===== config.mk =====
export PLATFORM = sky130hd
export DESIGN_NAME = determine_hit_unit
export DESIGN_NICKNAME = d
export VERILOG_FILES = /design/src/rtl/determine_hit_unit_pkg.sv /design/src/rtl/determine_hit_core.sv /design/src/rtl/determine_hit_unit.sv
export SDC_FILE = /design/constraint.sdc
export NUM_CORES = 1
export LEC_CHECK = 0
export CAP_MARGIN = 20
export CORE_AREA = 4 4 53 74
export CTS_CLUSTER_DIAMETER = 60
export CTS_CLUSTER_SIZE = 24
export DETAILED_ROUTE_END_ITERATION = 6
export DIE_AREA = 0 0 57 78
export PLACE_DENSITY = 0.78
export SLEW_MARGIN = 10
export SYNTH_ARGS = -nofsm -noshare
export SYNTH_HDL_FRONTEND = slang
export SYNTH_HIERARCHICAL = 1
export SYNTH_SLANG_ARGS = --single-unit

===== constraint.sdc =====
create_clock -name clk -period 0.8 [get_ports clk]
set_clock_uncertainty 0.15 [all_clocks]
set_input_delay 0.08 -clock clk [delete_from_list [all_inputs] [get_ports clk]]
set_output_delay 0.08 -clock clk [all_outputs]
set_load 0.03 [all_outputs]

===== src/rtl/determine_hit_unit_pkg.sv =====
// Shared constants and packed-vector slicing helpers for the four-entry
// hit/LRU lookup.
package determine_hit_unit_pkg;

  localparam int NUM_ENTRIES = 4;
  localparam int CNT_WIDTH   = 2;
  localparam int SEL_WIDTH   = 2;

  // LSB position of entry idx inside the packed address bus.
  function automatic int addr_lsb(input int idx, input int width);
    return idx * width;
  endfunction

  // LSB position of entry idx inside the packed LRU count bus.
  function automatic int cnt_lsb(input int idx);
    return idx * CNT_WIDTH;
  endfunction

endpackage


===== src/rtl/determine_hit_core.sv =====
// Combinational lookup: tag compare, hit priority encode, free-slot / LRU
// victim search and decrement-request generation.
module determine_hit_core
  import determine_hit_unit_pkg::*;
#(
  parameter int a_width = 8
) (
  input  logic [a_width-1:0]             addr_in,
  input  logic [NUM_ENTRIES*a_width-1:0] w_addr,
  input  logic [NUM_ENTRIES*CNT_WIDTH-1:0] w_cnt,
  input  logic [NUM_ENTRIES-1:0]         valid,
  output logic                           hit_d,
  output logic [SEL_WIDTH-1:0]           sel_d,
  output logic [NUM_ENTRIES-1:0]         dec_d
);

  logic [NUM_ENTRIES-1:0] match;
  logic [NUM_ENTRIES-1:0] is_min;
  logic [CNT_WIDTH-1:0]   cnt_arr [NUM_ENTRIES];
  logic [CNT_WIDTH-1:0]   min_cnt;

  // Index of the lowest set bit; 0 when the vector is empty.
  function automatic logic [SEL_WIDTH-1:0] lowest_set(input logic [NUM_ENTRIES-1:0] v);
    logic [SEL_WIDTH-1:0] idx;
    idx = '0;
    for (int i = NUM_ENTRIES - 1; i >= 0; i--) begin
      if (v[i]) idx = SEL_WIDTH'(i);
    end
    return idx;
  endfunction

  genvar gi;
  generate
    for (gi = 0; gi < NUM_ENTRIES; gi++) begin : g_entry
      assign match[gi]   = valid[gi] &&
                           (w_addr[addr_lsb(gi, a_width) +: a_width] == addr_in);
      assign cnt_arr[gi] = w_cnt[cnt_lsb(gi) +: CNT_WIDTH];
    end
  endgenerate

  always_comb begin
    min_cnt = cnt_arr[0];
    for (int i = 1; i < NUM_ENTRIES; i++) begin
      if (cnt_arr[i] < min_cnt) min_cnt = cnt_arr[i];
    end
    is_min = '0;
    for (int i = 0; i < NUM_ENTRIES; i++) begin
      is_min[i] = (cnt_arr[i] == min_cnt);
    end
  end

  always_comb begin
    hit_d = |match;
    sel_d = '0;
    dec_d = '0;
    if (hit_d) begin
      sel_d = lowest_set(match);
    end else if (!(&valid)) begin
      sel_d = lowest_set(~valid);
    end else begin
      sel_d = lowest_set(is_min);
    end
    // Entries more recent than the hit entry age by one step.
    if (hit_d) begin
      for (int i = 0; i < NUM_ENTRIES; i++) begin
        dec_d[i] = valid[i] && (cnt_arr[i] > cnt_arr[sel_d]) &&
                   (SEL_WIDTH'(i) != sel_d);
      end
    end
  end

endmodule


===== src/rtl/determine_hit_unit.sv =====
// Four-entry hit/victim lookup with a single registered output stage;
// results appear one clock after the inputs are sampled.
module determine_hit_unit
  import determine_hit_unit_pkg::*;
#(
  parameter int a_width = 8
) (
  input  logic                             clk,
  input  logic                             clr,
  input  logic [a_width-1:0]               addr_in,
  input  logic [NUM_ENTRIES*a_width-1:0]   w_addr,
  input  logic [NUM_ENTRIES*CNT_WIDTH-1:0] w_cnt,
  input  logic [NUM_ENTRIES-1:0]           valid,
  output logic [SEL_WIDTH-1:0]             sel,
  output logic [NUM_ENTRIES-1:0]           dec,
  output logic                             hit
);

  logic                   hit_d, hit_q;
  logic [SEL_WIDTH-1:0]   sel_d, sel_q;
  logic [NUM_ENTRIES-1:0] dec_d, dec_q;

  determine_hit_core #(
    .a_width(a_width)
  ) u_core (
    .addr_in(addr_in),
    .w_addr (w_addr),
    .w_cnt  (w_cnt),
    .valid  (valid),
    .hit_d  (hit_d),
    .sel_d  (sel_d),
    .dec_d  (dec_d)
  );

  always_ff @(posedge clk or negedge clr) begin
    if (!clr) begin
      hit_q <= 1'b0;
      sel_q <= '0;
      dec_q <= '0;
    end else begin
      hit_q <= hit_d;
      sel_q <= sel_d;
      dec_q <= dec_d;
    end
  end

  assign hit = hit_q;
  assign sel = sel_q;
  assign dec = dec_q;

endmodule


==> results.json <==
{
  "p_leak_nw": 1.50,
  "layout_common_cells": "buf_4 (42), dlymetal6s2s_1 (31), buf_6 (24)",
  "clock_sinks": 7,
  "ant_nets": 0,
  "grt_pass1_vias": 1812,
  "synth_cells": 170,
  "tns_ns": -15.16,
  "grt_util_all_layers_pct": 22.5,
  "outcome": "complete, but fails checks",
  "vias": 1844,
  "layoutNonFillerInstCount": 322,
  "numCtsBuffers": 3,
  "root_buffer": "clkbuf_8",
  "drtPass1Iterations": 4,
  "peakVddDrop_v": 0.000885,
  "wirelength_um": 6520,
  "final_common_cell": "buf_4",
  "ys_seq_area_share_pct": 13.3,
  "worst_pin_slew_ns": 0.408,
  "dieArea_sq_um": 4450,
  "fin_crit_ns": 3.36,
  "synth-seq-cells": 7,
  "rsz0062_at_grt": "yes",
  "yosysWarnings": 6,
  "setup_slack_ns": -2.56,
  "post-route-period-util_pct": 420,
  "max-cap-violations": 0,
  "timing.final.hold_violations": 7,
  "relSlewSlack_pct": 72.0,
  "path_class": "primary input to register",
  "dpl.cell_count": 299,
  "initial_utilization_pct": 39.6,
  "powerDensity_nw_per_um2": 884,
  "grt_pass1_wl_um": 8000,
  "fin_hold_ws_ns": -0.0300,
  "portBuffers": 60,
  "grt_max_degree": 8,
  "drive_above_1_share_pct": 50.7,
  "dieWidth_um": 57,
  "clk_path_buf_depth": 2,
  "area_delta_synth_final_pct": 118,
  "required_ns": 0.78,
  "rows": 25,
  "slew_violations": 0,
  "power_mw": 2.53,
  "wire_per_inst_um": 20.2,
  "tritoncts": "yes",
  "hpwl_um": 3930,
  "syn-num-nets": 235,
  "ios": 61,
  "drc": 0,
  "cts_max_level": 1,
  "antenna_found_initial": 0,
  "cp-end-kind": "register",
  "viasPerCell": 5.73,
  "fill_cells": 154,
  "core_area_sq_um": 3320,
  "nNetsFinal": 348,
  "drtIter0Drc": 70,
  "syn_area_sq_um": 1310,
  "max_freq_mhz": 298,
  "gr-total-overflow": 0,
  "cts.clk_slew.worst_paths_ns": 0.04,
  "violations": "hold timing, setup timing",
  "startpoint_type": "primary input",
  "cp_max_fo": 6,
  "utilization_pct": 86.4,
  "arrival_ns": 3.34,
  "gp_congestion": 0.880,
  "finalSetupViolations": 14,
  "synth.distinct_cells": 47,
  "multi_input_area_sq_um": 1420,
  "hp-class": "primary input to async pin",
  "seq_area_sq_um": 175,
  "antenna_cells": 0,
  "fp.dieH_um": 78,
  "synth.avg_cell_area_sq_um": 7.73
}
-- critical path, stage by stage --
cell and delay, ns:
buf_8 0.11, ha_4 0.16, ha_4 0.16, ha_4 0.25, inv_2 0.03, o221a_4 0.28
a221oi_4 0.34, a31oi_2 0.08, a2111oi_4 0.35, o21ai_4 0.17, nand2_2 0.11, o21ai_2 0.06
a21oi_2 0.24, ha_1 0.31, nor2_4 0.16, o21a_1 0.15, nor3_1 0.05, nor3_1 0.22
-- sequential cells by signal (all words and copies together), names as in the netlist --
| signal | flops |
|---|---|
| hit | 1 |
| dec | 4 |
| sel | 2 |
-- per-layer routing --
metal | global-route usage, % | wire (um) | vias up
li1 | - | - | 819
met1 | 20.7 | 2140 | 881
met2 | 45.0 | 3660 | 112
met3 | 4.16 | 378 | 32
met4 | 10.4 | 333 | 0
met5 | 0 | 0 | -
-- worst max-delay path by stage --
stage / startpoint / endpoint / cells after the start
2_1_floorplan: w_cnt[1] / dec[3]$_DFF_PN0_ / 18
6_report: w_cnt[3] / dec[2]$_DFF_PN0_ / 18
4_1_cts: w_cnt[3] / dec[2]$_DFF_PN0_ / 18
3_5_place_dp: w_cnt[1] / dec[3]$_DFF_PN0_ / 19
5_1_grt: w_cnt[3] / dec[0]$_DFF_PN0_ / 19
3_3_place_gp: w_cnt[1] / dec[2]$_DFF_PN0_ / 17
-- kinds of logic (layout without fill, tap and decap cells) --
group                    Yosys count  after routing  synth area share, %
XOR/XNOR                          36             36                 24.0
AO/OA/AOI/OAI                     30             30                 18.9
buffers and inverters             21            133                 7.43
multiplexers                       3              3                 2.67
flip-flops                         7              7                 13.3
AND/OR/NAND/NOR                   62             62                 23.2
adder cells (fa/ha/maj)           11             11                 10.5
-- final cells by class --
| cell class | count | share of cell area, % |
|---|---|---|
| Inverter | 11 | 1.53 |
| Timing Repair Buffer | 118 | 39.6 |
| Clock buffer | 4 | 1.57 |
| Tap cell | 40 | 1.75 |
| Multi-Input combinational cell | 142 | 49.4 |
| Sequential cell | 7 | 6.12 |
-- synth_stat cells (all sizes together) --
master / number / area share, %
dfrtp: 7 / 13
o21a: 2 / 1.1
xor2: 1 / 0.67
and2b: 1 / 0.67
a32oi: 1 / 0.67
nand3: 10 / 4.2
xnor2: 35 / 23
o21ba: 1 / 0.76
or2: 1 / 0.48
nor4: 1 / 0.48
a21oi: 4 / 1.8
a21boi: 1 / 0.57
ha: 11 / 10
nand4: 5 / 2.4
nor2: 16 / 4.8
o22ai: 2 / 1.4
a2111oi: 1 / 1.1
inv: 11 / 3.1
a221o: 1 / 0.86
o221ai: 1 / 0.67
nor3: 6 / 2.3
or3: 1 / 0.48
a22oi: 1 / 0.57
mux2i: 2 / 1.5
nand4b: 1 / 0.67
a211oi: 2 / 1.1
a221oi: 1 / 1.1
mux2: 1 / 1.1
nand3b: 2 / 1.1
o31ai: 2 / 1.1
clkbuf: 9 / 3.4
nand2: 15 / 4.3
clkdlybuf4s50: 1 / 0.86
nand2b: 1 / 0.48
o211ai: 1 / 0.57
o21ai: 6 / 2.6
a2bb2oi: 1 / 0.67
nor2b: 2 / 0.95
o221a: 1 / 1.5
a31oi: 1 / 0.48
-- metrics by stage --
| step | cell area, sq um | setup WS [ns] |
|---|---|---|
| after CTS | 2560 | -2.35 |
| after global routing | 2860 | -2.59 |
| after global placement | 2260 | -2.98 |
| after floorplan | 1390 | -2.29 |
| after detailed placement | 2260 | -3.09 |
| final | 2860 | -2.56 |
-- where the power goes --
group,switching [mW],internal (mW),total [mW]
clock,0.147,0.344,0.491
combinational,0.806,0.863,1.67
sequential,0.00640,0.367,0.373
total,0.959,1.57,2.53
-- repair_timing --
item | 4_1_cts | 5_1_grt
endpoints found under the setup margin | 14 | 14
pin swaps | 20 | 49
gates resized for setup | 63 | 96
setup buffers | 11 | 9
endpoints found under the hold margin | 7 | 7
Power figures use the tool's default switching activity.
